$ cat src/rtl/victim_buffer_pkg.sv
// Shared types and constants for the write-back victim buffer.
// The optional lookup_data forwarding path is enabled by defining VB_FORWARD_EN.
package victim_buffer_pkg;

    // Byte offset bits within a 16-byte cache line.
    localparam int LINE_OFFSET_BITS = 4;

    typedef logic [127:0] lc3b_c_line;
    typedef logic [11:0]  lc3b_c_tag;

    typedef enum logic {
        VB_IDLE  = 1'b0,
        VB_WRITE = 1'b1
    } vb_state_t;

endpackage

$ cat src/rtl/victim_buffer_fifo_store.sv
// Line storage for the victim buffer: DEPTH x {valid, tag, data} FIFO with
// head/tail pointers, an occupancy count and a parallel tag match in which the
// youngest matching entry wins. The hit data mux exists only with VB_FORWARD_EN.
module victim_fifo_store
    import victim_buffer_pkg::*;
#(
    parameter int DEPTH  = 2,
    parameter int LINE_W = 128,
    parameter int TAG_W  = 12
) (
    input  logic                      clk,
    input  logic                      rst_n,
    input  logic                      i_push,
    input  logic [TAG_W-1:0]          i_push_tag,
    input  logic [LINE_W-1:0]         i_push_data,
    input  logic                      i_pop,
    input  logic [TAG_W-1:0]          i_lookup_tag,
    output logic [TAG_W-1:0]          o_head_tag,
    output logic [LINE_W-1:0]         o_head_data,
    output logic                      o_hit,
`ifdef VB_FORWARD_EN
    output logic [LINE_W-1:0]         o_hit_data,
`endif
    output logic [$clog2(DEPTH):0]    o_count
);

    localparam int PTR_W = $clog2(DEPTH);
    localparam int CNT_W = PTR_W + 1;

    logic [DEPTH-1:0]  r_valid;
    logic [TAG_W-1:0]  r_tag  [DEPTH];
    logic [LINE_W-1:0] r_data [DEPTH];
    logic [PTR_W-1:0]  r_head;
    logic [PTR_W-1:0]  r_tail;
    logic [CNT_W-1:0]  r_count;
    logic [PTR_W-1:0]  w_idx;

    // Pointer, valid-bit and count bookkeeping; push and pop never target the
    // same slot because a pop needs count>0 and a push needs count<DEPTH.
    always_ff @(posedge clk) begin
        if (!rst_n) begin
            r_valid <= '0;
            r_head  <= '0;
            r_tail  <= '0;
            r_count <= '0;
        end else begin
            if (i_push) begin
                r_valid[r_tail] <= 1'b1;
                r_tail          <= r_tail + PTR_W'(1);
            end
            if (i_pop) begin
                r_valid[r_head] <= 1'b0;
                r_head          <= r_head + PTR_W'(1);
            end
            case ({i_push, i_pop})
                2'b10:   r_count <= r_count + CNT_W'(1);
                2'b01:   r_count <= r_count - CNT_W'(1);
                default: r_count <= r_count;
            endcase
        end
    end

    // Line payload capture at the tail slot; payload is not reset, validity is.
    always_ff @(posedge clk) begin
        if (i_push) begin
            r_tag[r_tail]  <= i_push_tag;
            r_data[r_tail] <= i_push_data;
        end
    end

    // Scan oldest to youngest so a later match overrides an earlier one.
    always_comb begin
        o_hit = 1'b0;
        w_idx = '0;
`ifdef VB_FORWARD_EN
        o_hit_data = '0;
`endif
        for (int i = 0; i < DEPTH; i++) begin
            w_idx = r_head + PTR_W'(i);
            if (r_valid[w_idx] && (r_tag[w_idx] == i_lookup_tag)) begin
                o_hit = 1'b1;
`ifdef VB_FORWARD_EN
                o_hit_data = r_data[w_idx];
`endif
            end
        end
    end

    assign o_head_tag  = r_tag[r_head];
    assign o_head_data = r_data[r_head];
    assign o_count     = r_count;

endmodule

$ cat src/rtl/victim_buffer.sv
// Write-back victim buffer top: accepts evicted dirty lines from the cache and
// drains them to physical memory one at a time through a two-state FSM that
// inserts one idle cycle after every completed write.
// Define VB_FORWARD_EN to add the lookup_data forwarding port.
module victim_buffer
    import victim_buffer_pkg::*;
#(
    parameter int DEPTH  = 2,
    parameter int LINE_W = 128,
    parameter int ADDR_W = 16
) (
    input  logic              clk,
    input  logic              rst_n,
    input  logic              evict_valid,
    input  logic [ADDR_W-1:0] evict_addr,
    input  logic [LINE_W-1:0] evict_data,
    output logic              evict_ready,
    output logic              pmem_write,
    output logic [ADDR_W-1:0] pmem_address,
    output logic [LINE_W-1:0] pmem_wdata,
    input  logic              pmem_resp,
    input  logic [ADDR_W-1:0] lookup_addr,
    output logic              lookup_hit,
`ifdef VB_FORWARD_EN
    output logic [LINE_W-1:0] lookup_data,
`endif
    output logic              empty
);

    localparam int TAG_W = ADDR_W - LINE_OFFSET_BITS;
    localparam int CNT_W = $clog2(DEPTH) + 1;

    vb_state_t          r_state;
    logic               r_pmem_write;
    logic [CNT_W-1:0]   w_count;
    logic [TAG_W-1:0]   w_head_tag;
    logic [LINE_W-1:0]  w_head_data;
    logic               w_push;
    logic               w_pop;
    logic               w_unused_bits;

    // Ready comes only from the registered count, never from pmem_resp, so a
    // full buffer refuses a push even in the cycle that pops its head.
    assign evict_ready = (w_count != CNT_W'(DEPTH));
    assign w_push      = evict_valid && evict_ready;
    assign w_pop       = (r_state == VB_WRITE) && pmem_resp;

    // Byte offset bits of the incoming addresses carry no line information.
    assign w_unused_bits = ^{evict_addr[LINE_OFFSET_BITS-1:0],
                             lookup_addr[LINE_OFFSET_BITS-1:0]};

    victim_fifo_store #(
        .DEPTH  (DEPTH),
        .LINE_W (LINE_W),
        .TAG_W  (TAG_W)
    ) u_store (
        .clk          (clk),
        .rst_n        (rst_n),
        .i_push       (w_push),
        .i_push_tag   (evict_addr[ADDR_W-1:LINE_OFFSET_BITS]),
        .i_push_data  (evict_data),
        .i_pop        (w_pop),
        .i_lookup_tag (lookup_addr[ADDR_W-1:LINE_OFFSET_BITS]),
        .o_head_tag   (w_head_tag),
        .o_head_data  (w_head_data),
        .o_hit        (lookup_hit),
`ifdef VB_FORWARD_EN
        .o_hit_data   (lookup_data),
`endif
        .o_count      (w_count)
    );

    // Drain FSM: leave IDLE whenever lines are queued, hold WRITE until memory
    // acknowledges, then return to IDLE for one cycle before the next line.
    always_ff @(posedge clk) begin
        if (!rst_n) begin
            r_state      <= VB_IDLE;
            r_pmem_write <= 1'b0;
        end else begin
            case (r_state)
                VB_IDLE: begin
                    if (w_count != '0) begin
                        r_state      <= VB_WRITE;
                        r_pmem_write <= 1'b1;
                    end
                end
                VB_WRITE: begin
                    if (pmem_resp) begin
                        r_state      <= VB_IDLE;
                        r_pmem_write <= 1'b0;
                    end
                end
            endcase
        end
    end

    assign pmem_write   = r_pmem_write;
    assign pmem_address = {w_head_tag, {LINE_OFFSET_BITS{1'b0}}};
    assign pmem_wdata   = w_head_data;
    assign empty        = (w_count == '0);

endmodule
$ cat config.mk
export PLATFORM = sky130hd
export DESIGN_NAME = victim_buffer
export DESIGN_NICKNAME = d
export VERILOG_FILES = /design/src/rtl/victim_buffer_pkg.sv /design/src/rtl/victim_buffer_fifo_store.sv /design/src/rtl/victim_buffer.sv
export SDC_FILE = /design/constraint.sdc
export NUM_CORES = 1
export LEC_CHECK = 0
export CORE_MARGIN = 8
export CORE_UTILIZATION = 51
export DETAILED_ROUTE_END_ITERATION = 10
export GPL_TIMING_DRIVEN = 1
export PLACE_DENSITY = 0.91
export REMOVE_ABC_BUFFERS = 1
export SKIP_LAST_GASP = 1
export SLEW_MARGIN = 20
export SYNTH_ARGS = -nofsm -noshare
export SYNTH_HDL_FRONTEND = slang
export SYNTH_SLANG_ARGS = --single-unit
export TNS_END_PERCENT = 100
$ cat constraint.sdc
create_clock -name clk -period 18.55 [get_ports clk]
set_input_delay 3.71 -clock clk [delete_from_list [all_inputs] [get_ports clk]]
set_output_delay 3.71 -clock clk [all_outputs]
set_load 0.1 [all_outputs]
==> impl_metrics.json <==
{
  "num_io_pins": 312,
  "final_cell_mix": "299 x clkdlybuf4s50_1, 280 x edfxtp_1, 137 x mux2_2",
  "hold_path_class": "reg2reg",
  "power_leakage_uw": 0.00509,
  "wl_per_cell_um": 21.8,
  "multiInputGateArea_um2": 2190,
  "status": "finished clean",
  "p_int_uw": 1430,
  "power_frac_comb_pct": 42.8,
  "die_x_um": 162,
  "end_kind": "primary output",
  "max_cap_viol_count": 0,
  "critPathLaunchType": "input pin",
  "coreArea_um2": 21000,
  "area_growth_pct": 38.3,
  "min_to": "pmem_write",
  "via_count": 5888,
  "hpwl_um": 17000,
  "vias_per_cell": 5.16,
  "ys_seq_elements": 289,
  "cts.sinks": 289,
  "min_period_over_period_pct": 54.0,
  "swShare_pct": 42.6,
  "ys.flop_type": "edfxtp_1",
  "grt_pass1_wl_um": 36800,
  "drtPass1Iterations": 4,
  "setup_viol": 0,
  "overflow": 0,
  "n_antenna_cell": 0,
  "ff2ff_path_depth": 3,
  "yosys_warnings": 0,
  "holdWs_ns": 0.517,
  "holdBufCountCts": 0,
  "power_density_nw_per_um2": 165,
  "path_class": "in2out",
  "htreeDepth": 1,
  "cts_tree": "done",
  "rows": 53,
  "placed_cells_incl_taps": 1089,
  "insertion_delay_ns": 0.52,
  "final_cells": 1140,
  "timing.final.crit_period_ns": 10.01,
  "first_global_vias": 6392,
  "gp_congestion": 0.785,
  "post-route-drc-count": 0,
  "r2r_slack_ns": 15.68,
  "io_buffers": 299,
  "peakVddDrop_mv": 0.161,
  "finClkSkew_ns": 0.00850,
  "max_slew_margin_pct": 28.9,
  "grt_usage_pct": 18.1,
  "drive_gt1_share_pct": 21.5,
  "post_cts_buffers": 0,
  "register_area_um2": 8590,
  "crit_arrival_ns": 6.30,
  "totalWireLength_um": 24900,
  "final_common_cell": "clkdlybuf4s50_1",
  "dieArea_um2": 26300,
  "async_reset_ff_share_pct": 0,
  "drt_iter0_markers": 293,
  "cts_root_buffer": "clkbuf_16",
  "die_h_um": 162,
  "fin_util_pct": 71.8,
  "antenna_found_initial": 0,
  "synth_area_per_cell_um2": 20.6,
  "rsz0062_at_grt": "false",
  "r2r-end": "u_store.r_data[1][53]",
  "critPathMaxFanout": 2,
  "syn_area_um2": 10900,
  "cts_repair_resize_count": 0,
  "p_sw_uw": 1060,
  "start_util_pct": 51.9,
  "fmax_ghz": 0.0999,
  "ys_seq_area_share_pct": 78.7,
  "slew_violations": 0,
  "p_seq_share_pct": 34.6,
  "required_ns": 14.84,
  "detail-route-antenna-nets": 0,
  "synth_edf_count": 280,
  "hold_path_depth": 1,
  "finalNetCount": 1009,
  "fillCellCount": 1277,
  "tns_ns": 0,
  "hold_start": "pmem_write",
  "cts_buffer_depth": 3,
  "cts_buffers": 28,
  "netlist_instances": 530,
  "max_slew.worst_pin.slew_ns": 1.06,
  "grt_max_degree": 78,
  "synth.distinct_cells": 35,
  "rr_startpoint": "u_store.o_count[0]",
  "clkPwrFrac_pct": 22.6,
  "finalHoldViolations": 0,
  "clkTransAtPathRegs_ns": 0.06
}
==> stage by stage <==
step | cell area (um^2) | setup slack [ns] | total power, uW
CTS | 15100 | 8.52 | 2510
finish | 15100 | 8.54 | 2490
global route | 15100 | 8.44 | 2560
floorplan | 10800 | 6.60 | 1720
detailed placement | 14200 | 8.68 | 1940
global placement | 14200 | 8.73 | 1930
==> registers in the layout, indices dropped and copies added, names as in the netlist, named ones only <==
register         cells
u_store.r_tail       1
r_state              1
u_store.r_head       1
u_store.r_tag       24
u_store.r_valid      2
u_store.o_count      2
u_store.r_data     256
pmem_write           1
==> kinds of logic after synthesis <==
group	share of synthesized area [%]
flops	78.7
mux	15.7
buf+inv	1.40
xor+xnor	2.01
simple gates	1.18
compound gates	0.906
fa+ha+maj	0.115
other cells	0.0344
==> metal layers <==
metal  part of all wire [%]  track usage [%]
met4                    1.7             4.67
met3                    8.3             5.82
met2                     53             33.3
met5                      0                0
met1                     37             19.7
==> Yosys cell counts (3+ instances only) <==
cell type	number	area share, %
mux2_4	3	0.41
edfxtp_1	280	77
o21ai_0	4	0.18
dfxtp_1	9	1.7
buf_4	5	0.34
and2_1	4	0.23
nor2_1	4	0.14
mux2_2	137	14
nand2_1	5	0.17
mux2i_1	12	1.1
inv_1	4	0.14
xnor2_1	13	1.0
buf_2	14	0.64
xor2_1	12	0.96
==> worst max-delay path, cell delays in order <==
cell             delay [ns]
clkdlybuf4s50_1        0.45
xnor2_1                0.15
a2111oi_0              0.52
nand3_1                0.16
o22ai_1                0.15
clkdlybuf4s50_1        1.15
==> power by group through the flow <==
stage	clock network, uW	logic, uW	registers, uW
global route	598	1090	871
finish	562	1070	862
detailed placement	0	1070	876
CTS	572	1070	863
floorplan	0	824	895
global placement	0	1060	867
==> worst max-delay path by stage <==
stage / from / slack, ns / to
after floorplan: flip-flop / 6.60 / lookup_hit
after global placement: lookup_addr[4] / 8.73 / lookup_hit
after detailed placement: lookup_addr[4] / 8.68 / lookup_hit
after CTS: lookup_addr[4] / 8.52 / lookup_hit
after global routing: lookup_addr[4] / 8.44 / lookup_hit
final: lookup_addr[4] / 8.54 / lookup_hit
==> cell type report <==
cell class	instances	area share, %
Sequential cell	289	56.9
Timing Repair Buffer	303	20.0
Multi-Input combinational cell	218	14.5
Clock buffer	37	5.01
Tap cell	275	2.28
Clock inverter	14	1.08
Inverter	4	0.0995
(Power assumes the default switching activity.)
